[src/rtl/csr_access_unit_pkg.sv]
// Shared encodings for the CSR access unit: instruction op codes and FSM states.
package csr_access_unit_pkg;

   localparam logic [1:0] OP_ILL = 2'b00;
   localparam logic [1:0] OP_RW  = 2'b01;
   localparam logic [1:0] OP_RS  = 2'b10;
   localparam logic [1:0] OP_RC  = 2'b11;

   localparam logic [1:0] ST_IDLE = 2'b00;
   localparam logic [1:0] ST_READ = 2'b01;
   localparam logic [1:0] ST_EVAL = 2'b10;
   localparam logic [1:0] ST_RESP = 2'b11;

   // Set/clear with a zero source are pure reads and must not touch the CSR.
   function automatic logic wr_intent(input logic [1:0] op, input logic src_zero);
      return (op == OP_RW) || (((op == OP_RS) || (op == OP_RC)) && !src_zero);
   endfunction

endpackage

[src/rtl/csr_alu.sv]
// Combinational CSR write-data generator: replace, set bits or clear bits.
module csr_alu
   import csr_access_unit_pkg::*;
(
   input  logic [1:0]  op,
   input  logic [31:0] old_val,
   input  logic [31:0] src,
   output logic [31:0] result
);

   // Select the new CSR value for the decoded operation.
   always_comb begin
      result = 32'h0000_0000;
      case (op)
         OP_RW:   result = src;
         OP_RS:   result = old_val | src;
         OP_RC:   result = old_val & ~src;
         default: result = 32'h0000_0000;
      endcase
   end

endmodule

[src/rtl/csr_access_unit.sv]
// CSR read-modify-write sequencer: IDLE -> READ -> EVAL -> RESP, one access at a time.
module csr_access_unit
   import csr_access_unit_pkg::*;
(
   input  logic        clk_i,
   input  logic        resetb_i,
   input  logic        clk_en_i,
   input  logic        flush_i,
   input  logic        req_valid_i,
   input  logic [1:0]  req_op_i,
   input  logic        req_imm_i,
   input  logic [11:0] req_addr_i,
   input  logic [31:0] req_rs1_data_i,
   input  logic [4:0]  req_zimm_i,
   input  logic        req_src_zero_i,
   input  logic        req_rd_zero_i,
   output logic        req_ready_o,
   output logic        csr_rd_o,
   output logic [11:0] csr_rd_addr_o,
   input  logic [31:0] csr_rd_data_i,
   input  logic        csr_illegal_rd_i,
   input  logic        csr_illegal_wr_i,
   output logic        csr_wr_o,
   output logic [11:0] csr_wr_addr_o,
   output logic [31:0] csr_wr_data_o,
   output logic        rsp_valid_o,
   input  logic        rsp_ready_i,
   output logic [31:0] rsp_data_o,
   output logic        rsp_exc_o
);

   logic [1:0]  state_r;
   logic [1:0]  op_r;
   logic [11:0] addr_r;
   logic [31:0] src_r;
   logic        src_zero_r;
   logic        rd_zero_r;
   logic [31:0] rsp_data_r;
   logic        rsp_exc_r;
   logic        rd_suppress_s;
   logic        wr_intent_s;
   logic        exc_s;
   logic [31:0] wr_data_s;

   csr_alu u_alu (
      .op      (op_r),
      .old_val (csr_rd_data_i),
      .src     (src_r),
      .result  (wr_data_s)
   );

   // Decode of the latched access; csr_* inputs are only meaningful in EVAL.
   always_comb begin
      rd_suppress_s = (op_r == OP_RW) && rd_zero_r;
      wr_intent_s   = wr_intent(op_r, src_zero_r);
      exc_s         = (op_r == OP_ILL) || csr_illegal_rd_i || (wr_intent_s && csr_illegal_wr_i);
   end

   assign req_ready_o   = (state_r == ST_IDLE);
   assign rsp_valid_o   = (state_r == ST_RESP);
   assign csr_rd_o      = (state_r == ST_READ) && !rd_suppress_s && clk_en_i;
   assign csr_rd_addr_o = addr_r;
   assign csr_wr_o      = (state_r == ST_EVAL) && wr_intent_s && !exc_s && clk_en_i && !flush_i;
   assign csr_wr_addr_o = addr_r;
   assign csr_wr_data_o = wr_data_s;
   assign rsp_data_o    = rsp_data_r;
   assign rsp_exc_o     = rsp_exc_r;

   // Sequencer state, request capture and registered response.
   always_ff @(posedge clk_i or negedge resetb_i) begin
      if (!resetb_i) begin
         state_r    <= ST_IDLE;
         op_r       <= OP_ILL;
         addr_r     <= 12'h000;
         src_r      <= 32'h0000_0000;
         src_zero_r <= 1'b0;
         rd_zero_r  <= 1'b0;
         rsp_data_r <= 32'h0000_0000;
         rsp_exc_r  <= 1'b0;
      end else if (clk_en_i) begin
         if (flush_i && (state_r != ST_IDLE)) begin
            state_r <= ST_IDLE;
         end else begin
            case (state_r)
               ST_IDLE: begin
                  if (req_valid_i) begin
                     op_r       <= req_op_i;
                     addr_r     <= req_addr_i;
                     src_r      <= req_imm_i ? {27'h000_0000, req_zimm_i} : req_rs1_data_i;
                     src_zero_r <= req_src_zero_i;
                     rd_zero_r  <= req_rd_zero_i;
                     state_r    <= ST_READ;
                  end
               end
               ST_READ: state_r <= ST_EVAL;
               ST_EVAL: begin
                  rsp_data_r <= (exc_s || rd_suppress_s) ? 32'h0000_0000 : csr_rd_data_i;
                  rsp_exc_r  <= exc_s;
                  state_r    <= ST_RESP;
               end
               ST_RESP: begin
                  if (rsp_ready_i) begin
                     state_r <= ST_IDLE;
                  end
               end
               default: state_r <= ST_IDLE;
            endcase
         end
      end
   end

endmodule
[config.mk]
export PLATFORM = sky130hd
export DESIGN_NAME = csr_access_unit
export DESIGN_NICKNAME = d
export VERILOG_FILES = /design/src/rtl/csr_access_unit_pkg.sv /design/src/rtl/csr_alu.sv /design/src/rtl/csr_access_unit.sv
export SDC_FILE = /design/constraint.sdc
export NUM_CORES = 1
export LEC_CHECK = 0
export BUFFER_PORTS_ARGS = -buffer_cell sky130_fd_sc_hd__buf_4
export CORE_MARGIN = 2
export CORE_UTILIZATION = 40
export CTS_CLUSTER_SIZE = 12
export DETAILED_ROUTE_END_ITERATION = 10
export PLACE_DENSITY = 0.76
export SYNTH_ARGS = -nofsm -noshare
export SYNTH_HDL_FRONTEND = slang
export SYNTH_SLANG_ARGS = --single-unit
[constraint.sdc]
create_clock -name clk_i -period 3 [get_ports clk_i]
set_input_delay 0.3 -clock clk_i [delete_from_list [all_inputs] [get_ports clk_i]]
set_output_delay 0.3 -clock clk_i [all_outputs]
set_load 0.1 [all_outputs]
==> impl_metrics.py, run 1 <==
metrics = {
    "outcome": {
        "status": "completed",
    },
    "die": {
        "die_y_um": 111,
        "start_util_pct": 40.6,
        "rows": 39,
        "ioPinCount": 187,
        "die_area_sq_mm": 0.0123,
        "core_area_sq_mm": 0.0113,
        "fp.dieW_um": 111,
    },
    "sta": {
        "fmax_mhz": 391,
        "finClkSkew_ps": 5.63,
        "fin_setup_tns_ps": 0,
        "worst_slew_pin_slew_ps": 1070,
        "min_period_ps": 2560,
        "rsz0062_at_grt": "no",
        "setup_viol": 0,
        "fin_crit_sh_pct": 85.2,
        "layout_setup_ws_ps": 443,
        "finalMaxSlewViolations": 0,
        "hold_violations": 0,
        "slew_headroom_pct": 28.5,
    },
    "clocking": {
        "postCtsHoldBufs": 0,
        "cts.path.max_buffers": 2,
        "cts_tree": "done",
        "clock-sinks": 83,
        "cts_resized": 0,
        "clk_latency_ps": 340,
        "cts.htree.levels": 3,
        "cts_root_buf": "clkbuf_16",
        "cts_buffers": 9,
        "postCtsSetupBuffers": 0,
        "clk_pin_slew_ps": 60,
    },
    "critical_path": {
        "crit_family": "simple AND/OR/NAND/NOR gates",
        "r2r_start": "state_r[0]$_DFFE_PN0P_",
        "critPathKind": "register to primary output",
        "crit_path_max_fanout": 34,
        "max_stage_delay_ps": 480,
        "worstRegToRegCells": 5,
        "critPathSlowestCell": "or4_1",
        "crit_arrival_ps": 2260,
        "path_cells": "inv_1 -> ha_1 -> nand2_4 -> or4_1 -> a211oi_2 -> buf_4",
        "critPathLaunchType": "register",
        "worstPathRequired_ps": 2700,
        "regToRegEndpoint": "rsp_exc_o$_DFFE_PN0P_",
        "cp.buffers_inverters": 2,
        "r2r_slack_ps": 560,
        "critPathCaptureType": "primary output",
    },
    "logic_synthesis": {
        "synth_fa_ha_area_share_pct": 1.09,
        "syn_area_per_cell_sq_um": 10.5,
        "synth_compound_area_share_pct": 23.6,
        "synthDistinctLibCells": 34,
        "syn_nets": 536,
        "ys_warn_count": 0,
        "syn_inst": 438,
        "async_flop_share_pct": 100,
        "ys_ff_latch": 83,
        "synth_edf_count": 0,
        "synthSimpleGateAreaFrac_pct": 8.47,
        "synth_top_family_by_area": "compound AO/OA/AOI/OAI gates",
        "synth_area_sq_mm": 0.00458,
        "ys.flop_type": "dfrtp_1",
        "synth_xor_xnor_area_share_pct": 0,
        "muxShareOfSynthArea_pct": 12.3,
        "seq_area_frac_synth_pct": 45.4,
    },
    "detailed_routing": {
        "vias_per_cell": 5.23,
        "drc_errors": 0,
        "first_pass_iters": 4,
        "drtIter0Drc": 244,
        "drt-wirelength-per-cell_um": 17.1,
        "dr_total_vias": 3892,
        "ant_nets": 0,
        "drt_wl_total_mm": 12.7,
    },
    "global_route": {
        "grt_pass1_vias": 4128,
        "grt_max_degree": 84,
        "grt_overflow_total": 0,
        "antenna_found_initial": 0,
        "grt_usage_pct": 21.4,
        "grt_first_pass_wirelength_mm": 21.2,
    },
    "place": {
        "hpwl_mm": 9.06,
        "dpl_cell_area_sq_mm": 0.00599,
        "dp_slack_ps": 565,
        "io_buffers": 186,
        "place_congestion": 0.843,
    },
    "cells_and_area": {
        "antenna_cells": 0,
        "layout-drive-gt1-share_pct": 44.4,
        "area_growth_pct": 36.9,
        "stdcell_area_sq_mm": 0.00627,
        "fin_nets": 694,
        "n_fill_cell": 974,
    },
    "worst_hold_path": {
        "min_path_type": "input port to asynchronous set/reset pin",
    },
    "job": {
        "maxCapViolations": 0,
    },
}
==> cell usage in the layout (no fill, tap or decap), types with 2 or more instances in the layout <==
cell / n
o31ai_4: 2
o31ai_1: 2
inv_6: 2
a31oi_1: 2
o31ai_2: 28
clkbuf_16: 9
inv_1: 37
buf_4: 194
dfrtp_1: 83
ha_1: 4
clkinvlp_4: 4
nor2b_2: 2
o21ai_0: 64
buf_12: 2
mux2_2: 17
a22o_1: 32
mux2i_1: 37
nand2b_1: 30
nand2_1: 34
==> how the worst max path moves through the flow <==
stage | from | endpoint | cells after the start
final | state_r[0]$_DFFE_PN0P_ | csr_wr_o | 6
after global routing | state_r[0]$_DFFE_PN0P_ | csr_wr_o | 6
after CTS | state_r[0]$_DFFE_PN0P_ | csr_wr_o | 6
after detailed placement | state_r[0]$_DFFE_PN0P_ | rsp_exc_o$_DFFE_PN0P_ | 5
after global placement | state_r[0]$_DFFE_PN0P_ | rsp_exc_o$_DFFE_PN0P_ | 5
after floorplan | op_r[0]$_DFFE_PN0P_ | csr_rd_o | 5
==> metal layers <==
layer / GRT usage, % / wire length (um) / part of all wire [%] / up-vias
li1: - / - / - / 1831
met1: 27.3 / 5290 / 42 / 1865
met2: 34.4 / 6120 / 48 / 174
met3: 5.96 / 1070 / 8.4 / 22
met4: 8.67 / 266 / 2.1 / 0
met5: 0 / 0 / 0 / -
==> worst register-to-register path, cell delays in order, from the launching register on <==
cell and delay (ps):
dfrtp_1 400, inv_1 80, ha_1 250, nand2_4 270
or2_2 900, mux2_2 420
==> metrics by stage <==
stage                     hold WS, ps  utilization, %  cells
after floorplan                  4.41               -    438
after global placement            500            53.2    728
after detailed placement          508            53.2    728
after CTS                         180            55.6    744
after global routing              181            55.6    744
final                             164            55.6    744
==> cell families (layout without fill, tap and decap cells) <==
group                      after synthesis  count (layout)
adders and majority gates                4               4
AOI/OAI and AO/OA                      137             137
DFF                                     83              83
muxes                                   54              54
and+or+nand+nor                         74              74
buffers and inverters                   86             249
==> cell usage after synthesis (2+ instances only) <==
master | count | area (sq um)
o31ai_1 | 2 | 15.0
dfrtp_1 | 83 | 2080
o21ai_0 | 64 | 320
ha_1 | 4 | 50.1
nand2_1 | 34 | 128
nor2b_1 | 3 | 18.8
inv_1 | 37 | 139
mux2i_1 | 37 | 370
buf_2 | 9 | 45.0
nand2b_1 | 30 | 188
buf_4 | 12 | 90.1
o31ai_2 | 28 | 350
o31ai_4 | 2 | 42.5
a31oi_1 | 2 | 12.5
a22o_1 | 32 | 280
buf_6 | 3 | 33.8
clkbuf_1 | 22 | 82.6
mux2_2 | 17 | 191
buf_8 | 2 | 30.0
==> registers in the layout, summed over array words and instances (netlist names) <==
| register | flops |
|---|---|
| rd_zero_r | 1 |
| csr_rd_addr_o | 12 |
| op_r | 2 |
| state_r | 2 |
| src_r | 32 |
| rsp_data_o | 32 |
| rsp_exc_o | 1 |
| src_zero_r | 1 |
==> area by class of cell <==
class | count | area, sq um | share of cell area, %
well taps | 143 | 179 | 2.85
inverters | 37 | 139 | 2.21
multi-input cells | 269 | 2100 | 33.5
clock buffers | 9 | 225 | 3.59
repair buffers | 196 | 1500 | 23.9
clock inverters | 7 | 52.6 | 0.838
flip-flops and latches | 83 | 2080 | 33.1
Power of run 1 is left out: the tool's default activity adds up to more than one toggle a clock period on the data nets, which glitch-free logic cannot reach.
==> run 2: changes to the inputs <==
--- a/config.mk
+++ b/config.mk
@@ -8,6 +8,7 @@
 export BUFFER_PORTS_ARGS = -buffer_cell sky130_fd_sc_hd__buf_4
 export CORE_MARGIN = 2
 export CORE_UTILIZATION = 40
+export CTS_BUF_LIST = sky130_fd_sc_hd__clkbuf_8
 export CTS_CLUSTER_SIZE = 12
 export DETAILED_ROUTE_END_ITERATION = 10
 export PLACE_DENSITY = 0.76
==> run 2 against run 1 <==
First-iteration DRC count is 20% lower. Via count is 1.1% lower. Worst setup slack got worse by 18 ps. Utilization is 0.90 points lower. Global-route usage shrank 0.34 points. Final area shrank 1.6%. Routed wire length shrank 0.55%. Die area unchanged. Sequential share of layout area rose by 0.54 points. Critical path depth unchanged. Critical path type unchanged.
==> impl_metrics.py, run 2 (synthesis gave the netlist of run 1 again) <==
metrics = {
    "clocking": {
        "cts_buffers": 9,
        "clk_latency_ps": 370,
        "postCtsSetupBuffers": 0,
        "cts_tree": "done",
        "cts.htree.levels": 3,
        "cts_resized": 0,
        "clk_pin_slew_ps": 90,
        "postCtsHoldBufs": 0,
        "cts.path.max_buffers": 2,
        "clock-sinks": 83,
        "cts_root_buf": "clkbuf_8",
    },
    "critical_path": {
        "crit_arrival_ps": 2270,
        "crit_family": "simple AND/OR/NAND/NOR gates",
        "cp.buffers_inverters": 2,
        "worstPathRequired_ps": 2700,
        "r2r_slack_ps": 570,
        "critPathSlowestCell": "or4_1",
        "critPathLaunchType": "register",
        "crit_path_max_fanout": 34,
        "critPathKind": "register to primary output",
        "max_stage_delay_ps": 480,
        "critPathCaptureType": "primary output",
        "path_cells": "inv_1 -> ha_1 -> nand2_4 -> or4_1 -> a211oi_2 -> buf_4",
    },
    "die": {
        "ioPinCount": 187,
        "die_y_um": 111,
        "start_util_pct": 40.6,
        "core_area_sq_mm": 0.0113,
        "rows": 39,
        "fp.dieW_um": 111,
        "die_area_sq_mm": 0.0123,
    },
    "cells_and_area": {
        "antenna_cells": 0,
        "final_cell_mix": "194 x buf_4, 83 x dfrtp_1, 64 x o21ai_0, 37 x inv_1, 37 x mux2i_1",
        "layout-drive-gt1-share_pct": 44.4,
        "final_common_cell": "buf_4",
        "area_growth_pct": 34.7,
        "fin_nets": 694,
        "n_fill_cell": 980,
    },
    "detailed_routing": {
        "first_pass_iters": 4,
        "dr_total_vias": 3849,
        "vias_per_cell": 5.17,
        "drc_errors": 0,
        "ant_nets": 0,
        "drtIter0Drc": 195,
        "drt_wl_total_mm": 12.7,
        "drt-wirelength-per-cell_um": 17.0,
    },
    "sta": {
        "fmax_mhz": 388,
        "worst_slew_pin_slew_ps": 1070,
        "setup_viol": 0,
        "hold_violations": 0,
        "layout_setup_ws_ps": 425,
        "slew_headroom_pct": 28.7,
        "fin_setup_tns_ps": 0,
        "hold_ws_ps": 122,
        "rsz0062_at_grt": "no",
        "finalMaxSlewViolations": 0,
        "finClkSkew_ps": 12.6,
        "min_period_ps": 2570,
        "fin_crit_sh_pct": 85.8,
    },
    "place": {
        "dp_slack_ps": 565,
        "place_congestion": 0.843,
        "io_buffers": 186,
        "hpwl_mm": 9.06,
    },
    "global_route": {
        "grt_overflow_total": 0,
        "grt_usage_pct": 21.0,
        "grt_first_pass_wirelength_mm": 21.0,
        "grt_pass1_vias": 4139,
        "antenna_found_initial": 0,
        "grt_max_degree": 84,
    },
    "outcome": {
        "status": "completed",
    },
    "worst_hold_path": {
        "min_path_type": "input port to asynchronous set/reset pin",
    },
    "job": {
        "maxCapViolations": 0,
    },
}
[run 2: cell count changes in the layout (fill, tap and decap cells not counted)]
cell,change
clkbuf_16,-9
clkbuf_8,+9
[run 2: area by class of cell]
class,count,area (sq um),area share [%]
multi-input cells,269,2100,34.1
flip-flops and latches,83,2080,33.7
repair buffers,196,1500,24.3
well taps,143,179,2.90
inverters,37,139,2.25
clock buffers,9,124,2.01
clock inverters,7,52.6,0.852
[run 2: final timing paths]
| path | from | endpoint | cells past startpoint |
|---|---|---|---|
| max | state_r[0]$_DFFE_PN0P_ | csr_wr_o | 6 |
| min reg2reg | rsp_data_o[0]$_DFFE_PN0P_ | rsp_data_o[0]$_DFFE_PN0P_ | 2 |
| min | resetb_i | csr_rd_addr_o[3]$_DFFE_PN0P_ | 1 |
| min in group clk_i | req_op_i[1] | op_r[1]$_DFFE_PN0P_ | 2 |
| max reg2reg | state_r[0]$_DFFE_PN0P_ | rsp_exc_o$_DFFE_PN0P_ | 5 |
| max in group asynchronous | resetb_i | op_r[0]$_DFFE_PN0P_ | 1 |
[run 2: per-layer routing]
metal | vias to the layer above | part of all wire [%] | GRT usage [%]
met3 | 21 | 7.8 | 6.01
li1 | 1825 | - | -
met2 | 167 | 48 | 34.0
met4 | 0 | 2.0 | 7.50
met1 | 1836 | 43 | 27.0
met5 | - | 0 | 0
[run 2: metrics by stage]
step                cells  utilization (%)  area [sq um]
floorplan             438                -          4580
global placement      728             53.2          5990
detailed placement    728             53.2          5990
CTS                   744             54.7          6170
global route          744             54.7          6170
finish                744             54.7          6170
Power of run 2 is left out for the same reason.
==> run 3: changes to the inputs <==
--- a/config.mk
+++ b/config.mk
@@ -8,9 +8,10 @@
 export BUFFER_PORTS_ARGS = -buffer_cell sky130_fd_sc_hd__buf_4
 export CORE_MARGIN = 2
 export CORE_UTILIZATION = 40
-export CTS_BUF_LIST = sky130_fd_sc_hd__clkbuf_8
+export CTS_BUF_LIST = sky130_fd_sc_hd__clkbuf_4
 export CTS_CLUSTER_SIZE = 12
 export DETAILED_ROUTE_END_ITERATION = 10
+export GPL_ROUTABILITY_DRIVEN = 0
 export PLACE_DENSITY = 0.76
 export SYNTH_ARGS = -nofsm -noshare
 export SYNTH_HDL_FRONTEND = slang
==> run 3 against run 2 <==
Count of clock-buffer cells in the layout unchanged. Die area unchanged. Fmax decreased by 3.7%. Sequential share of layout area increased by 0.31 points. Critical endpoint unchanged. Hold slack got worse by 92 ps. Worst setup slack got worse by 100 ps. Final cell count unchanged. Clock skew increased by 4.1 ps. Utilization decreased by 0.50 points. Sequential cell count unchanged. Via count increased by 0.13%.
==> impl_metrics.py, run 3 (synthesis gave the netlist of run 1 again) <==
metrics = {
    "critical_path": {
        "path_cells": "inv_1 -> ha_1 -> nand2_4 -> or4_1 -> a211oi_2 -> buf_4",
        "critPathKind": "register to primary output",
        "critPathCaptureType": "primary output",
        "worstRegToRegCells": 5,
        "max_stage_delay_ps": 480,
        "critPathLaunchType": "register",
        "r2r_slack_ps": 560,
        "crit_arrival_ps": 2380,
        "regToRegEndpoint": "rsp_exc_o$_DFFE_PN0P_",
        "worstPathRequired_ps": 2700,
        "critPathSlowestCell": "or4_1",
        "r2r_start": "state_r[0]$_DFFE_PN0P_",
        "crit_path_max_fanout": 34,
    },
    "sta": {
        "slew_headroom_pct": 28.3,
        "fmax_mhz": 374,
        "finClkSkew_ps": 16.8,
        "fin_setup_tns_ps": 0,
        "worst_slew_pin_slew_ps": 1080,
        "setup_viol": 0,
        "layout_setup_ws_ps": 325,
        "fin_crit_sh_pct": 89.2,
        "hold_violations": 0,
        "finalMaxSlewViolations": 0,
        "rsz0062_at_grt": "no",
        "min_period_ps": 2680,
        "hold_ws_ps": 29.8,
    },
    "global_route": {
        "grt_max_degree": 84,
        "grt_first_pass_wirelength_mm": 21.0,
        "grt_pass1_vias": 4103,
        "grt_usage_pct": 21.2,
        "grt_overflow_total": 0,
        "antenna_found_initial": 0,
    },
    "clocking": {
        "clk_latency_ps": 450,
        "cts_buffers": 9,
        "cts_root_buf": "clkbuf_4",
        "clock-sinks": 83,
        "clk_pin_slew_ps": 150,
        "cts_resized": 0,
        "cts_tree": "done",
        "cts.path.max_buffers": 2,
        "postCtsHoldBufs": 0,
        "cts.htree.levels": 3,
        "postCtsSetupBuffers": 0,
    },
    "place": {
        "dp_slack_ps": 565,
        "io_buffers": 186,
        "hpwl_mm": 9.06,
        "dpl.cell_count": 728,
    },
    "outcome": {
        "status": "completed",
    },
    "die": {
        "fp.dieW_um": 111,
        "rows": 39,
        "start_util_pct": 40.6,
        "core_area_sq_mm": 0.0113,
        "die_area_sq_mm": 0.0123,
        "die_y_um": 111,
        "ioPinCount": 187,
    },
    "detailed_routing": {
        "drc_errors": 0,
        "drtIter0Drc": 180,
        "dr_total_vias": 3854,
        "drt_wl_total_mm": 12.7,
        "drt-wirelength-per-cell_um": 17.0,
        "first_pass_iters": 4,
        "vias_per_cell": 5.18,
        "ant_nets": 0,
    },
    "cells_and_area": {
        "fin_cells": 744,
        "area_growth_pct": 33.5,
        "final_cell_mix": "194 x buf_4, 83 x dfrtp_1, 64 x o21ai_0, 37 x inv_1, 37 x mux2i_1",
        "layout-drive-gt1-share_pct": 44.4,
        "antenna_cells": 0,
        "final_common_cell": "buf_4",
        "fin_nets": 694,
    },
    "job": {
        "maxCapViolations": 0,
    },
    "worst_hold_path": {
        "min_path_type": "input port to asynchronous set/reset pin",
    },
}
## run 3: layer usage
| layer | track usage (%) | vias to the layer above | routed length (um) |
|---|---|---|---|
| met3 | 5.58 | 22 | 973 |
| met2 | 34.0 | 170 | 6030 |
| met1 | 27.2 | 1830 | 5360 |
| met4 | 8.92 | 0 | 295 |
| li1 | - | 1832 | - |
| met5 | 0 | - | 0 |
## run 3: worst max path at each step
| stage | end | from | depth (start not counted) | slack, ps |
|---|---|---|---|---|
| 5_1_grt | csr_wr_o | state_r[0]$_DFFE_PN0P_ | 6 | 140 |
| 2_1_floorplan | csr_rd_o | op_r[0]$_DFFE_PN0P_ | 5 | 300 |
| 4_1_cts | csr_wr_o | state_r[0]$_DFFE_PN0P_ | 6 | 260 |
| 6_report | csr_wr_o | state_r[0]$_DFFE_PN0P_ | 6 | 320 |
| 3_3_place_gp | rsp_exc_o$_DFFE_PN0P_ | state_r[0]$_DFFE_PN0P_ | 5 | 670 |
| 3_5_place_dp | rsp_exc_o$_DFFE_PN0P_ | state_r[0]$_DFFE_PN0P_ | 5 | 570 |
## run 3: critical path: cells and delay by family (launching register included)
kind / cells / cell delay [ps]
adder cells (fa/ha/maj): 1 / 220
AO/OA/AOI/OAI: 1 / 160
AND/OR/NAND/NOR: 2 / 690
buffers and inverters: 2 / 420
flip-flops: 1 / 440
## run 3: final cells by class
type	count	area (sq um)
timing repair buffer	196	1500
clock inverter	7	52.6
sequential	83	2080
multi-input combinational	269	2100
clock buffer	9	67.6
inverter	37	139
tap	143	179
fill	986	5160
## run 3: through the flow
stage	util [%]	cell area, sq um
3_3_place_gp	53.2	5990
5_1_grt	54.2	6110
4_1_cts	54.2	6110
3_5_place_dp	53.2	5990
6_report	54.2	6110
2_1_floorplan	-	4580
Power of run 3 is left out for the same reason.
